[src/rtl/mm_controller.sv]
// Purpose : sequencing controller for an N x N systolic matrix multiplier; fetches both
//           operands into the register banks, then runs LOAD -> MAC -> STORE per output element.
// Latency : done pulses DIM*DIM + RD_LAT + DIM*DIM*(DIM+2) + 1 cycles after start is accepted.
// Backpressure: i_enable low freezes state, counters and every output; i_abort returns to IDLE.
// Ports   : i_clk/i_reset_n (async active-low), i_enable, i_start, i_abort in;
//           o_busy, o_done, o_read_en/o_rd_addr/o_bank_select_line/o_select_line (operand fetch),
//           o_acc_clr/o_mac_en/o_k_idx (MAC array), o_out_row/o_out_col/o_wr_en/o_wr_addr (result).
// Option  : define MM_CTRL_PERF_CNT_EN to add o_cycle_count (saturating busy-cycle counter).
module mm_controller #(
    parameter int DIM    = 8,
    parameter int ADDR_W = 8,
    parameter int SEL_W  = 4,
    parameter int RD_LAT = 2
) (
    input  logic              i_clk,
    input  logic              i_reset_n,
    input  logic              i_enable,
    input  logic              i_start,
    input  logic              i_abort,
    output logic              o_busy,
    output logic              o_done,
    output logic              o_read_en,
    output logic [ADDR_W-1:0] o_rd_addr,
    output logic [SEL_W-1:0]  o_bank_select_line,
    output logic [SEL_W-1:0]  o_select_line,
    output logic              o_acc_clr,
    output logic              o_mac_en,
    output logic [SEL_W-1:0]  o_k_idx,
    output logic [SEL_W-1:0]  o_out_row,
    output logic [SEL_W-1:0]  o_out_col,
    output logic              o_wr_en,
    output logic [ADDR_W-1:0] o_wr_addr
`ifdef MM_CTRL_PERF_CNT_EN
    ,
    output logic [31:0]       o_cycle_count
`endif
);

    typedef enum logic [2:0] {
        S_IDLE, S_READ, S_DRAIN, S_LOAD, S_MAC, S_STORE, S_DONE
    } state_t;

    localparam logic [ADDR_W-1:0] LAST_ADDR  = ADDR_W'(DIM * DIM - 1);
    localparam logic [SEL_W-1:0]  LAST_IDX   = SEL_W'(DIM - 1);
    localparam logic [2:0]        LAST_DRAIN = 3'(RD_LAT - 1);

    state_t            r_state;
    state_t            w_state_nxt;
    logic [ADDR_W-1:0] r_rd_addr;
    logic [SEL_W-1:0]  r_bank;
    logic [SEL_W-1:0]  r_sel;
    logic [2:0]        r_drain_cnt;
    logic [SEL_W-1:0]  r_k;
    logic [SEL_W-1:0]  r_i;
    logic [SEL_W-1:0]  r_j;
    logic [ADDR_W-1:0] r_wr_addr;
    logic              r_read_en;
    logic              r_acc_clr;
    logic              r_mac_en;
    logic              r_wr_en;
    logic              r_done;

    always_ff @(posedge i_clk or negedge i_reset_n) begin
        if (!i_reset_n) begin
            r_state <= S_IDLE;
        end else if (i_enable) begin
            r_state <= w_state_nxt;
        end
    end

    // Abort has priority over everything, including a start seen in IDLE.
    always_comb begin
        w_state_nxt = r_state;
        if (i_abort) begin
            w_state_nxt = S_IDLE;
        end else begin
            case (r_state)
                S_IDLE:  if (i_start) w_state_nxt = S_READ;
                S_READ:  if (r_rd_addr == LAST_ADDR) w_state_nxt = S_DRAIN;
                S_DRAIN: if (r_drain_cnt == LAST_DRAIN) w_state_nxt = S_LOAD;
                S_LOAD:  w_state_nxt = S_MAC;
                S_MAC:   if (r_k == LAST_IDX) w_state_nxt = S_STORE;
                S_STORE: w_state_nxt = (r_i == LAST_IDX && r_j == LAST_IDX) ? S_DONE : S_LOAD;
                S_DONE:  w_state_nxt = S_IDLE;
                default: w_state_nxt = S_IDLE;
            endcase
        end
    end

    // Strobes are decoded from the next state so each is high exactly while in its state.
    // Every counter is zeroed on any entry to IDLE, so IDLE always starts a run from zero.
    // The result address runs as a counter: elements are stored row-major, so it equals i*DIM+j.
    always_ff @(posedge i_clk or negedge i_reset_n) begin
        if (!i_reset_n) begin
            r_read_en   <= 1'b0;
            r_acc_clr   <= 1'b0;
            r_mac_en    <= 1'b0;
            r_wr_en     <= 1'b0;
            r_done      <= 1'b0;
            r_rd_addr   <= '0;
            r_bank      <= '0;
            r_sel       <= '0;
            r_drain_cnt <= '0;
            r_k         <= '0;
            r_i         <= '0;
            r_j         <= '0;
            r_wr_addr   <= '0;
        end else if (i_enable) begin
            r_read_en <= (w_state_nxt == S_READ);
            r_acc_clr <= (w_state_nxt == S_LOAD);
            r_mac_en  <= (w_state_nxt == S_MAC);
            r_wr_en   <= (w_state_nxt == S_STORE);
            r_done    <= (w_state_nxt == S_DONE);
            if (w_state_nxt == S_IDLE) begin
                r_rd_addr   <= '0;
                r_bank      <= '0;
                r_sel       <= '0;
                r_drain_cnt <= '0;
                r_k         <= '0;
                r_i         <= '0;
                r_j         <= '0;
                r_wr_addr   <= '0;
            end else begin
                case (r_state)
                    S_READ: begin
                        if (r_rd_addr != LAST_ADDR) begin
                            r_rd_addr <= r_rd_addr + 1'b1;
                            if (r_sel == LAST_IDX) begin
                                r_sel  <= '0;
                                r_bank <= r_bank + 1'b1;
                            end else begin
                                r_sel <= r_sel + 1'b1;
                            end
                        end
                    end
                    S_DRAIN: r_drain_cnt <= r_drain_cnt + 1'b1;
                    S_LOAD:  r_k <= '0;
                    S_MAC:   if (r_k != LAST_IDX) r_k <= r_k + 1'b1;
                    S_STORE: begin
                        if (r_j == LAST_IDX) begin
                            r_j <= '0;
                            r_i <= (r_i == LAST_IDX) ? '0 : r_i + 1'b1;
                        end else begin
                            r_j <= r_j + 1'b1;
                        end
                        if (r_wr_addr != LAST_ADDR) r_wr_addr <= r_wr_addr + 1'b1;
                    end
                    default: ;
                endcase
            end
        end
    end

`ifdef MM_CTRL_PERF_CNT_EN
    logic [31:0] r_cycle_cnt;

    // Counts enabled cycles spent outside IDLE; the DONE cycle is the last one counted.
    always_ff @(posedge i_clk or negedge i_reset_n) begin
        if (!i_reset_n) begin
            r_cycle_cnt <= '0;
        end else if (i_enable) begin
            if (r_state == S_IDLE && w_state_nxt == S_READ) begin
                r_cycle_cnt <= '0;
            end else if (r_state != S_IDLE && r_cycle_cnt != '1) begin
                r_cycle_cnt <= r_cycle_cnt + 32'd1;
            end
        end
    end

    assign o_cycle_count = r_cycle_cnt;
`endif

    assign o_busy             = (r_state != S_IDLE);
    assign o_done             = r_done;
    assign o_read_en          = r_read_en;
    assign o_rd_addr          = r_rd_addr;
    assign o_bank_select_line = r_bank;
    assign o_select_line      = r_sel;
    assign o_acc_clr          = r_acc_clr;
    assign o_mac_en           = r_mac_en;
    assign o_k_idx            = r_k;
    assign o_out_row          = r_i;
    assign o_out_col          = r_j;
    assign o_wr_en            = r_wr_en;
    assign o_wr_addr          = r_wr_addr;

endmodule

[config.mk]
export PLATFORM = sky130hd
export DESIGN_NAME = mm_controller
export DESIGN_NICKNAME = d
export VERILOG_FILES = /design/src/rtl/mm_controller.sv
export SDC_FILE = /design/constraint.sdc
export NUM_CORES = 1
export LEC_CHECK = 0
export BUFFER_PORTS_ARGS = -buffer_cell sky130_fd_sc_hd__buf_2
export CORE_UTILIZATION = 55
export DETAILED_ROUTE_END_ITERATION = 8
export GPL_ROUTABILITY_DRIVEN = 0
export PLACE_DENSITY = 0.79
export RECOVER_POWER = 25
export REMOVE_ABC_BUFFERS = 1
export SYNTH_ARGS = -nofsm -noshare
export SYNTH_HDL_FRONTEND = slang
export SYNTH_SLANG_ARGS = --single-unit
[constraint.sdc]
create_clock -name i_clk -period 5.7 [get_ports i_clk]
set_input_delay 0.57 -clock i_clk [delete_from_list [all_inputs] [get_ports i_clk]]
set_output_delay 0.57 -clock i_clk [all_outputs]
set_load 0.005 [all_outputs]
==> metrics.yaml <==
critical-path-slowest-cell: "a31oi_2"
crit_fanout: 21
routed_wl_mm: 5.878
ys_ff_latch: 47
path_buf_inv: 0
cts_buffer_depth: 2
worstPathRequired_ns: 5.91
hold_violations: 0
vias: 2316
synth_xor_area_frac: 0.02595
syn_avg_cell_area_sq_um: 9.643
dp_hpwl_mm: 4.158
rsz0062_at_grt: "false"
num_io_pins: 47
dp_cells: 380
synth_commonest_cells: "dfrtp_1, nand2_1, nor2_1"
synth_edf_count: 0
synth_top_family_by_area: "simple AND/OR/NAND/NOR gates"
nets: 334
syn_area_sq_mm: 0.002700
status: "finished with violations"
internal-power_mw: 0.4711
initialDrtViolationCount: 153
path_clk_slew_ns: 0.08
clock_skew_ns: 0.009629
async_reset_ff_frac: 1.000
post_cts_buffers: 0
synth-seq-area-share: 0.4356
setup_viol: 0
slew_headroom: -0.6580
synth_top_area_frac: 0.4356
ir_worst_vdd_mv: 0.1193
path_class: "flip-flop to flip-flop"
overflow: 0
ctsResizeCount: 0
placed_area_sq_mm: 0.002942
track_usage: 0.2433
rows: 25
die_y_um: 72.07
synth.area.top_cells: "dfrtp_1, ha_1, nand3_1, nand2_1, nor2_1"
drt_pre_antenna_iters: 6
antenna_found_initial: 0
yosysMostFrequentCell: "dfrtp_1"
post_drt_via_cell_ratio: 5.984
period_share: 0.5398
cts_sinks: 47
p_total_mw: 0.6550
fill_cells: 414
area_growth_pct: 12.14
yosysTopAreaCell: "dfrtp_1"
grt_max_degree: 48
cpPeakStageDelay_ns: 0.87
clockRootBuffer: "clkbuf_8"
drc: 0
switching_share: 0.2808
ys.warnings.count: 0
power_frac_seq: 0.539
grt_use_met1: 0.3339
drtAntennaViolNets: 0
met3_usage: 0.04583
holdWs_ns: 0.5092
min_path_type: "flip-flop to flip-flop"
drive_gt1_frac: 0.2000
antenna_cells: 0
synth_ff_type: "dfrtp_1"
fmax_mhz: 325.0
violations: "max-capacitance violations, max-slew violations"
die-area_sq_mm: 0.005193
fin_crit_ns: 3.077
final_cells: 387
synth_fa_ha_area_frac: 0.04171
grt_pass1_vias: 2104
yosys.area_share.simple: 0.2183
clk_latency_ns: 0.30
core_sq_mm: 0.004723
fin_area_sq_mm: 0.003028
cp.arrival_ns: 3.29
cts_buffers: 5
synth_mux_area_frac: 0.01205
yosysUniqueCellTypes: 66
clkPwrFrac: 0.307
power.switching_mw: 0.1839
p_per_area_mw_per_mm2: 216.3
portBuffers: 46
startpoint_type: "flip-flop"
cp-end-kind: "flip-flop"
syn_inst: 280
cts_tree: "done"
p_leak_nw: 1.478
grtUsageMet2: 0.3925
crit_chain: "ha_1 -> and3_1 -> a211oi_1 -> or2_1 -> a31oi_2 -> nand3_1 -> o22ai_1"
synth_compound_gate_area_share: 0.2159
combPwrFrac: 0.153
ctsHoldBuffers: 0
grt_pass1_wl_mm: 9.873
drv_slew: 48
tightest_slew_ns: 2.487
fin_setup_tns_ns: 0
die_w_um: 72.07
initial_core_util: 0.5717
wl_per_cell_um: 15.19
max_cap_viol_count: 1
top_usage_layer: "met2"
crit_family: "compound AO/OA/AOI/OAI gates"
htree_num_levels: 2
==> placed cells by master (no fill, tap or decap), drive strengths merged, types with 2 or more instances in the layout <==
cell     instances
a211oi           2
a21o             3
a21oi            6
a221oi           5
a2bb2oi          2
a31oi            7
a41oi            4
and2             2
and3             9
and3b            2
buf             45
clkbuf           7
clkinv           2
dfrtp           47
ha               9
inv             16
mux2             2
nand2           24
nand2b           5
nand3           18
nand3b           3
nand4            6
nor2            20
nor3             3
o21ai           14
o21bai           2
o22ai            7
o2bb2ai          2
o31ai            4
o32ai            2
or2              4
or3              4
or4              2
xnor2            2
xor2             6
==> power by group through the flow <==
stage | registers (mW) | logic [mW] | clock network (mW)
after floorplan | 0.358 | 0.0637 | 0
after global placement | 0.359 | 0.0993 | 0
after detailed placement | 0.359 | 0.101 | 0
after CTS | 0.353 | 0.101 | 0.208
after global routing | 0.354 | 0.113 | 0.222
final | 0.353 | 0.100 | 0.201
==> cells by family after synthesis <==
group           count (synthesis)
compound gates                 73
xor+xnor                        8
fa+ha+maj                       9
buf+inv                        30
flops                          47
mux                             3
simple gates                  110
==> flip-flops by register name, summed over array words and instances (netlist names) <==
| signal | cells |
|---|---|
| r_state | 3 |
| o_k_idx | 4 |
| o_done | 1 |
| o_read_en | 1 |
| o_acc_clr | 1 |
| o_select_line | 4 |
| o_wr_addr | 8 |
| o_wr_en | 1 |
| o_bank_select_line | 4 |
| o_out_col | 4 |
| o_rd_addr | 8 |
| o_out_row | 4 |
| r_drain_cnt | 3 |
| o_mac_en | 1 |
==> path summary, 6_finish.rpt <==
kind,end,start,cells past startpoint,slack [ns]
min reg2reg,o_read_en$_DFFE_PN0P_,o_read_en$_DFFE_PN0P_,1,0.51
max in group asynchronous,r_drain_cnt[1]$_DFFE_PN0P_,i_reset_n,1,3.25
min in group asynchronous,o_k_idx[1]$_DFFE_PN0P_,i_reset_n,1,1.04
max reg2reg,o_out_col[0]$_DFFE_PN0P_,o_rd_addr[0]$_DFFE_PN0P_,7,2.62
max,o_out_col[0]$_DFFE_PN0P_,o_rd_addr[0]$_DFFE_PN0P_,7,2.62
min,o_read_en$_DFFE_PN0P_,o_read_en$_DFFE_PN0P_,1,0.51
==> worst register-to-register path: stages, from the launching register on <==
cell,delay [ns]
dfrtp_1,0.42
ha_1,0.22
and3_1,0.29
a211oi_1,0.15
or2_1,0.37
a31oi_2,0.87
nand3_1,0.42
o22ai_1,0.25
==> final cells by class <==
cell class	instances	area, sq um	share of cell area
clock buffers	6	82.58	0.02727
clock inverters	1	5.005	0.001653
inverters	17	63.81	0.02107
multi-input cells	203	1388	0.4583
flip-flops and latches	47	1176	0.3884
well taps	67	83.83	0.02769
repair buffers	46	229.0	0.07562
==> metal layers <==
metal,vias up,routed length (um),share of wire
met5,-,0,0
met4,0,57,0.0097
met3,7,200,0.034
met2,55,2961,0.50
met1,1126,2659,0.45
li1,1128,-,-
==> per-stage QoR <==
step | setup WS, ns | util
2_1_floorplan | 3.261 | -
3_3_place_gp | 2.807 | 0.6228
3_5_place_dp | 2.686 | 0.6228
4_1_cts | 2.646 | 0.6413
5_1_grt | 2.318 | 0.6411
6_report | 2.623 | 0.6411
Note: power is estimated with default switching activity, not from simulation.
